[src/rtl/node_pkg.sv]
// Shared widths and the sequencer state encoding for the node controller.
package node_pkg;

   localparam int WORD_WIDTH = 16;
   localparam int ADDR_WIDTH = 11;
   localparam int MEM_DEPTH  = 2048;
   localparam int WD_WIDTH   = 13;

   typedef enum logic [2:0] {
      ST_IDLE = 3'd0,
      ST_ICH  = 3'd1,
      ST_AGG  = 3'd2,
      ST_QUP  = 3'd3,
      ST_FIN  = 3'd4,
      ST_ERR  = 3'd5
   } state_e;

   function automatic logic is_engine_state(input state_e s);
      return (s == ST_ICH) || (s == ST_AGG) || (s == ST_QUP);
   endfunction

endpackage

[src/rtl/phase_watchdog.sv]
// Per-phase cycle counter; expired flags the last cycle a phase may wait.
module phase_watchdog
   import node_pkg::*;
#(
   parameter int TIMEOUT_CYCLES = 4096
) (
   input  logic clock,
   input  logic nrst,
   input  logic clear,
   input  logic run,
   output logic expired
);

   localparam logic [WD_WIDTH-1:0] LIMIT = WD_WIDTH'(TIMEOUT_CYCLES - 1);

   logic [WD_WIDTH-1:0] count_r;

   // Count cycles spent in the current phase; clear wins so a new phase starts at zero.
   always_ff @(posedge clock or negedge nrst) begin
      if (!nrst) begin
         count_r <= {WD_WIDTH{1'b0}};
      end else if (clear) begin
         count_r <= {WD_WIDTH{1'b0}};
      end else if (run) begin
         count_r <= count_r + {{(WD_WIDTH-1){1'b0}}, 1'b1};
      end else begin
         count_r <= count_r;
      end
   end

   assign expired = run && (count_r == LIMIT);

endmodule

[src/rtl/node_seq.sv]
// Round sequencer: ICH -> (AGG) -> QUP -> FIN with a per-phase watchdog
// and a state-selected mux onto the shared node memory port.
module node_seq
   import node_pkg::*;
#(
   parameter int TIMEOUT_CYCLES = 4096
) (
   input  logic                  clock,
   input  logic                  nrst,
   input  logic                  start,
   output logic                  ich_en,
   input  logic                  ich_done,
   input  logic                  ich_forAggregation,
   input  logic [ADDR_WIDTH-1:0] ich_address,
   input  logic                  ich_wr_en,
   input  logic [WORD_WIDTH-1:0] ich_data_out,
   output logic                  agg_en,
   input  logic                  agg_done,
   input  logic [ADDR_WIDTH-1:0] agg_address,
   input  logic                  agg_wr_en,
   input  logic [WORD_WIDTH-1:0] agg_data_out,
   output logic                  qup_en,
   input  logic                  qup_done,
   input  logic [ADDR_WIDTH-1:0] qup_address,
   input  logic                  qup_wr_en,
   input  logic [WORD_WIDTH-1:0] qup_data_out,
   output logic [ADDR_WIDTH-1:0] mem_address,
   output logic                  mem_wr_en,
   output logic [WORD_WIDTH-1:0] mem_data_out,
   output logic                  busy,
   output logic                  done,
   output logic                  timeout_err,
   output logic [2:0]            phase
);

   state_e state_r;
   state_e state_nx_s;
   logic   agg_req_r;
   logic   agg_req_nx_s;
   logic   timeout_err_r;
   logic   timeout_err_nx_s;
   logic   ich_en_r;
   logic   agg_en_r;
   logic   qup_en_r;
   logic   done_r;
   logic   busy_r;
   logic   wd_clear_s;
   logic   wd_run_s;
   logic   wd_expired_s;

   // Next-state decode; an engine's done beats a same-cycle watchdog expiry.
   always_comb begin
      state_nx_s       = state_r;
      agg_req_nx_s     = agg_req_r;
      timeout_err_nx_s = timeout_err_r;
      case (state_r)
         ST_IDLE: begin
            if (start) begin
               state_nx_s = ST_ICH;
            end else begin
               state_nx_s = ST_IDLE;
            end
         end
         ST_ICH: begin
            if (ich_done) begin
               agg_req_nx_s = ich_forAggregation;
               state_nx_s   = ich_forAggregation ? ST_AGG : ST_QUP;
            end else if (wd_expired_s) begin
               state_nx_s       = ST_ERR;
               timeout_err_nx_s = 1'b1;
            end else begin
               state_nx_s = ST_ICH;
            end
         end
         ST_AGG: begin
            if (agg_done) begin
               state_nx_s = ST_QUP;
            end else if (wd_expired_s) begin
               state_nx_s       = ST_ERR;
               timeout_err_nx_s = 1'b1;
            end else begin
               state_nx_s = ST_AGG;
            end
         end
         ST_QUP: begin
            if (qup_done) begin
               state_nx_s = ST_FIN;
            end else if (wd_expired_s) begin
               state_nx_s       = ST_ERR;
               timeout_err_nx_s = 1'b1;
            end else begin
               state_nx_s = ST_QUP;
            end
         end
         ST_FIN: begin
            state_nx_s = ST_IDLE;
         end
         ST_ERR: begin
            if (start) begin
               timeout_err_nx_s = 1'b0;
               state_nx_s       = ST_ICH;
            end else begin
               state_nx_s = ST_ERR;
            end
         end
         default: begin
            state_nx_s = ST_IDLE;
         end
      endcase
   end

   assign wd_clear_s = is_engine_state(state_nx_s) && (state_nx_s != state_r);
   assign wd_run_s   = is_engine_state(state_r);

   // State register; enables and status are decoded from the next state so they track phase exactly.
   always_ff @(posedge clock or negedge nrst) begin
      if (!nrst) begin
         state_r       <= ST_IDLE;
         agg_req_r     <= 1'b0;
         timeout_err_r <= 1'b0;
         ich_en_r      <= 1'b0;
         agg_en_r      <= 1'b0;
         qup_en_r      <= 1'b0;
         done_r        <= 1'b0;
         busy_r        <= 1'b0;
      end else begin
         state_r       <= state_nx_s;
         agg_req_r     <= agg_req_nx_s;
         timeout_err_r <= timeout_err_nx_s;
         ich_en_r      <= (state_nx_s == ST_ICH);
         agg_en_r      <= (state_nx_s == ST_AGG);
         qup_en_r      <= (state_nx_s == ST_QUP);
         done_r        <= (state_nx_s == ST_FIN);
         busy_r        <= is_engine_state(state_nx_s) || (state_nx_s == ST_FIN);
      end
   end

   phase_watchdog #(
      .TIMEOUT_CYCLES (TIMEOUT_CYCLES)
   ) u_watchdog (
      .clock   (clock),
      .nrst    (nrst),
      .clear   (wd_clear_s),
      .run     (wd_run_s),
      .expired (wd_expired_s)
   );

   assign mem_address  = (state_r == ST_ICH) ? ich_address  :
                         (state_r == ST_AGG) ? agg_address  :
                         (state_r == ST_QUP) ? qup_address  : {ADDR_WIDTH{1'b0}};
   assign mem_wr_en    = (state_r == ST_ICH) ? ich_wr_en    :
                         (state_r == ST_AGG) ? agg_wr_en    :
                         (state_r == ST_QUP) ? qup_wr_en    : 1'b0;
   assign mem_data_out = (state_r == ST_ICH) ? ich_data_out :
                         (state_r == ST_AGG) ? agg_data_out :
                         (state_r == ST_QUP) ? qup_data_out : {WORD_WIDTH{1'b0}};

   assign ich_en      = ich_en_r;
   assign agg_en      = agg_en_r;
   assign qup_en      = qup_en_r;
   assign done        = done_r;
   assign busy        = busy_r;
   assign timeout_err = timeout_err_r;
   assign phase       = state_r;

endmodule

[config.mk]
export PLATFORM = sky130hd
export DESIGN_NAME = node_seq
export DESIGN_NICKNAME = d
export VERILOG_FILES = /design/src/rtl/node_pkg.sv /design/src/rtl/phase_watchdog.sv /design/src/rtl/node_seq.sv
export SDC_FILE = /design/constraint.sdc
export NUM_CORES = 1
export LEC_CHECK = 0
export CORE_MARGIN = 2
export CORE_UTILIZATION = 51
export CTS_BUF_LIST = sky130_fd_sc_hd__clkbuf_8
export DETAILED_ROUTE_END_ITERATION = 16
export DONT_BUFFER_PORTS = 1
export PLACE_DENSITY_LB_ADDON = 0.2
export RECOVER_POWER = 100
export SETUP_SLACK_MARGIN = 0.1
export SKIP_CTS_REPAIR_TIMING = 1
export SLEW_MARGIN = 20
export SYNTH_ARGS = -nofsm -noshare
export SYNTH_HDL_FRONTEND = slang
export SYNTH_SLANG_ARGS = --single-unit
[constraint.sdc]
create_clock -name clock -period 2.3 [get_ports clock]
set_clock_uncertainty 0.2 [all_clocks]
set_input_delay 0.46 -clock clock [delete_from_list [all_inputs] [get_ports clock]]
set_output_delay 0.46 -clock clock [all_outputs]
set_load 0.01 [all_outputs]
Yosys cells after proc, flatten, opt, wreduce, memory -nomap -nowiden --
Index checks and enable logic that the tools add are counted.
Cells by class: bitwise gates (word level) 0, muxes and demuxes 27, reduce and logical (&&, ||, !) cells 11, add/subtract/negate cells 1, shifts and indexed selects 0, multipliers 0, order comparisons 0, divide/modulo/power cells 0, eq/ne operators 14
Operator list (number):
- 16-bit two-way mux | 3
- 11-bit two-way mux | 3
- 13-bit two-way mux | 2
- 3-bit two-way mux | 7
- 3-bit one-hot mux with 5 select lines | 1
- 13-bit by 1-bit adder with 13-bit output (second input constant) | 1
- 13-bit by 12-bit == test with 1-bit output (second input constant) | 1
- 3-bit by 2-bit == test with 1-bit output (second input constant) | 4
- 1-bit two-way mux | 10
- 2-bit inequality test (second input constant) | 4
- 3-bit by 1-bit == test with 1-bit output (second input constant) | 2
- 3-bit == test (second input constant) | 2
- 1-bit logical OR | 5
- 5-bit AND reduction | 1
- 1-bit one-hot mux with 4 select lines | 1
- 4-bit nonzero test | 1
- 3-bit zero test | 1
- 3-bit inequality test | 1
- 1-bit logical AND | 2
- 2-bit nonzero test | 1
Word-level totals: word-level logic and storage cells 61, memories kept 0, ROM bits 0, flip-flop bits (word level) 22, memory bits (writable) 0, bits in latches 0, bits of input ports 91, output and inout bits 37

Depth between registers and ports, before layout --
depth in word-level cells 12, gate-level depth with buffers 7, gate-level depth less buffers 6

Modules after synthesis --
Synthesis repeated with hierarchy kept, for this count alone.
Second synthesis, totals: cells, all modules 209, area total of the unflattened synthesis 1820.5 µm²
By module, submodules not included:
- node_seq | cells each 146, area an instance 1173.6 µm², times used 1
- phase_watchdog | cells each 63, area an instance 646.9 µm², times used 1

Worst setup path after synthesis --
No wires, ideal clock.
kind register -> output, start point reg state_r[0] (netlist: phase[0]), end point out mem_address[6], data required time 1.640 ns, stages on the path, launching flop included 7, buffers on the path 3, path slack -0.037 ns, data arrival time 1.677 ns, cells stage by stage dfrtp_1 buf_2 nor2b_1 clkbuf_1 buf_1 a22oi_1 nor2_1
Between the ends: longest elaborated chain between the ends 4, elaborated cells between the ends (all ways) 6, classes of those cells eq/ne: 3; mux: 3
Ends and longest elaborated chain:
- start, declared | line node_seq.sv:36 | state_e state_r;
- start signal, assigned | line node_seq.sv:127 | state_r <= state_nx_s;
- 3-bit by 2-bit == test with 1-bit output | line node_seq.sv:150 | (state_r == ST_QUP) ? qup_address : {ADDR_WIDTH{1'b0}};
- 11-bit two-way mux | line node_seq.sv:150
- 11-bit two-way mux | line node_seq.sv:149 | (state_r == ST_AGG) ? agg_address :
- 11-bit two-way mux (*) | line node_seq.sv:148 | assign mem_address = (state_r == ST_ICH) ? ich_address :
- end, declared | line node_seq.sv:27 | output logic [ADDR_WIDTH-1:0] mem_address,
Mark *: on every way between the ends. The rest lies on a longest branch, timed or not.

Worst setup path after layout --
start point reg state_r[0] (netlist: phase[0]), end point out mem_data_out[2]
Between the ends: longest elaborated chain between the ends 4, elaborated cells between the ends (all ways) 6, classes of those cells eq/ne: 3; mux: 3
Ends and longest elaborated chain:
- 3-bit by 2-bit == test with 1-bit output | line node_seq.sv:156 | (state_r == ST_QUP) ? qup_data_out : {WORD_WIDTH{1'b0}};
- 16-bit two-way mux | line node_seq.sv:156
- 16-bit two-way mux | line node_seq.sv:155 | (state_r == ST_AGG) ? agg_data_out :
- 16-bit two-way mux (*) | line node_seq.sv:154 | assign mem_data_out = (state_r == ST_ICH) ? ich_data_out :
- end, declared | line node_seq.sv:29 | output logic [WORD_WIDTH-1:0] mem_data_out,
Marks and branches as above.

==> flow_summary.json <==
{
  "start_util_pct": 54.3,
  "grt_pass1_vias": 1694,
  "synth_ff_type": "dfrtp_1",
  "drt_pass1_iterations": 6,
  "wire_per_inst_um": 20.2,
  "cp_slowest_stage_delay_ns": 0.42,
  "vias": 1774,
  "post-dp-hpwl_um": 3770,
  "layout_min_cycle_time_ns": 2.25,
  "grt_max_degree": 40,
  "yosys_warnings": 0,
  "dieHeight_um": 64.3,
  "crit_required_ns": 1.64,
  "fp.coreArea_sq_um": 3420,
  "ctsRootBufferMaster": "clkbuf_8",
  "routed_wl_um": 5550,
  "rsz0062_at_grt": "true",
  "crit_fanout": 9,
  "track_usage_pct": 23.5,
  "antenna_found_initial": 0,
  "busiest_layer": "met2",
  "startpoint_type": "register",
  "synth-seq-cells": 22,
  "area_growth_pct": 27.6,
  "status": "complete, no violations",
  "powerDensity_nw_per_um2": 1470,
  "htreeDepth": 1,
  "async_flop_share_pct": 100,
  "grt_pass1_wl_um": 7810,
  "cp_num_buf_inv": 2,
  "drt_iter0_markers": 74,
  "maxCapViolCount": 0,
  "clkSlewWorstSetupHoldPaths_ns": 0.08,
  "synthCells": 216,
  "clkLatencyLatePin_ns": 0.26,
  "worst_path_max_delay_cell": "dfrtp_2",
  "antenna_left": 0,
  "num_io_pins": 128,
  "cts_tree": "built",
  "crit_chain": "buf_12, clkbuf_16, mux2_2, a22oi_2, nor2_2",
  "portBuffers": 0,
  "arrival_ns": 1.59,
  "synth_nets": 308,
  "syn_area_sq_um": 1860,
  "die_area_sq_um": 4140,
  "grtUsageMet1_pct": 27.8,
  "power.leakage_nw": 1.01,
  "gr-total-overflow": 0,
  "synth_enable_flop_cells": 0,
  "min_period_over_period_pct": 98.0,
  "synth_cell_types": 42,
  "cts_made_buffers": 3,
  "drv_slew": 0,
  "fin_nets": 322,
  "critPathKind": "register to primary output",
  "rows": 21,
  "drcViolationCount": 0,
  "yosysSeqAreaShare_pct": 29.7,
  "ir_worst_vdd_mv": 0.895,
  "drive_gt1_share_pct": 43.2,
  "cts.sinks": 22,
  "final_cells": 275,
  "cp_top_family": "flip-flops",
  "hp-class": "primary input to register",
  "worst_pin_slew_ns": 1.13,
  "cp-end-kind": "primary output",
  "timing.hold.ws_ns": 0.126,
  "die_w_um": 64.3,
  "grt_use_met3_pct": 6.16,
  "hold_violations": 0,
  "finalPower_w": 0.00347,
  "max-clock-path-buffers": 2,
  "postLayoutSetupSlackWorst_ns": 0.0464,
  "report.final.setup_viol": 0,
  "dp.cells": 258,
  "fmax_ghz": 0.444,
  "post_synth.cell_area_avg_sq_um": 8.59,
  "use_met2_pct": 42.6,
  "diodes": 0,
  "via_per_inst": 6.45,
  "gp_congestion": 0.819,
  "place_ws_ns": 0.142,
  "relSlewSlack_pct": 24.5
}
[Yosys cell counts (all sizes together), types with 2 or more instances]
master,count,area share (%)
nand2,10,2.0
nor3,2,0.54
a31oi,2,0.67
clkbuf,10,2.0
o21ai,2,0.54
inv,4,0.81
and3,4,1.3
nand4,3,1.3
a21o,2,0.88
nor2,34,6.9
dfrtp,22,30
a21oi,18,5.5
xnor2,4,1.9
a22oi,29,12
mux2,28,17
nand3,6,1.6
nand2b,4,1.3
xor2,7,3.3
mux2i,2,1.1
buf,7,2.0
[kinds of logic after synthesis]
group,share of synthesized area (%)
xor gates and xnor gates,5.19
adders and majority gates,0.674
buffers and inverters,4.79
and+or+nand+nor,17.6
DFF,29.7
AOI/OAI and AO/OA,24.0
muxes,18.1
[cell usage in the layout, fill, tap and decap left out, types with 2 or more instances in the layout]
| master | n |
|---|---|
| a31oi_1 | 2 |
| nor2_2 | 16 |
| buf_4 | 11 |
| nand2b_1 | 4 |
| mux2i_1 | 2 |
| and3_1 | 4 |
| mux2_2 | 28 |
| a22oi_2 | 16 |
| buf_6 | 5 |
| xnor2_1 | 4 |
| buf_12 | 4 |
| a21oi_1 | 16 |
| xor2_1 | 7 |
| nand4_1 | 2 |
| nand2_1 | 10 |
| nor3_1 | 2 |
| dfrtp_1 | 21 |
| clkbuf_16 | 3 |
| clkbuf_8 | 3 |
| o21ai_0 | 2 |
| a22oi_1 | 13 |
| inv_1 | 4 |
| nor2_1 | 18 |
| nand3_1 | 6 |
[worst reg2reg max path, cell delays in order (launching register included)]
cell	delay (ns)
dfrtp_1	0.42
nand4_1	0.21
or4_4	0.57
a22oi_2	0.25
a2bb2oi_4	0.23
buf_6	0.14
a21oi_1	0.07
[routing by layer]
layer | up-vias | wire length, um | part of all wire, %
met5 | - | 0 | 0
met4 | 0 | 167 | 3.0
met3 | 14 | 403 | 7.3
met2 | 112 | 2950 | 53
met1 | 831 | 2020 | 36
li1 | 817 | - | -
[per-stage QoR]
step	util [%]	TNS (ns)	area [sq um]
floorplan	-	0	1860
global placement	57.5	0	1960
detailed placement	57.5	0	1960
CTS	59.6	-1.49	2040
global route	69.3	-0.0118	2370
finish	69.3	0	2370
[registers in the layout, summed over array words and instances, names as in the netlist]
| register | flops |
|---|---|
| u_watchdog.count_r | 13 |
| done | 1 |
| busy | 1 |
| qup_en | 1 |
| timeout_err | 1 |
| agg_en | 1 |
| phase | 3 |
| ich_en | 1 |
[final timing paths]
path | slack (ns) | startpoint | cells past startpoint | to
setup / recovery | 0.05 | phase[0]$_DFF_PN0_ | 5 | mem_data_out[2]
min in group asynchronous | 0.75 | nrst | 2 | u_watchdog.count_r[12]$_DFFE_PN0P_
setup reg to reg | 0.08 | u_watchdog.count_r[9]$_DFFE_PN0P_ | 6 | u_watchdog.count_r[4]$_DFFE_PN0P_
hold / removal | 0.13 | qup_done | 2 | done$_DFF_PN0_
hold reg to reg | 0.39 | u_watchdog.count_r[11]$_DFFE_PN0P_ | 2 | u_watchdog.count_r[11]$_DFFE_PN0P_
max in group asynchronous | 0.40 | nrst | 2 | phase[0]$_DFF_PN0_
[power by group]
group | leakage [nW] | internal (W) | switching (W)
sequential | 0.293 | 0.000470 | 0.0000734
clock | 0.0357 | 0.000232 | 0.000120
combinational | 0.678 | 0.00121 | 0.00137
[layout make-up]
cell class | instances | area (sq um)
Multi-Input combinational cell | 173 | 1360
Clock inverter | 1 | 30.0
Fill cell | 268 | 1050
Clock buffer | 3 | 41.3
Timing Repair Buffer | 26 | 315
Tap cell | 46 | 57.6
Inverter | 4 | 15.0
Sequential cell | 22 | 552
Note: power is estimated with default switching activity, not from simulation.
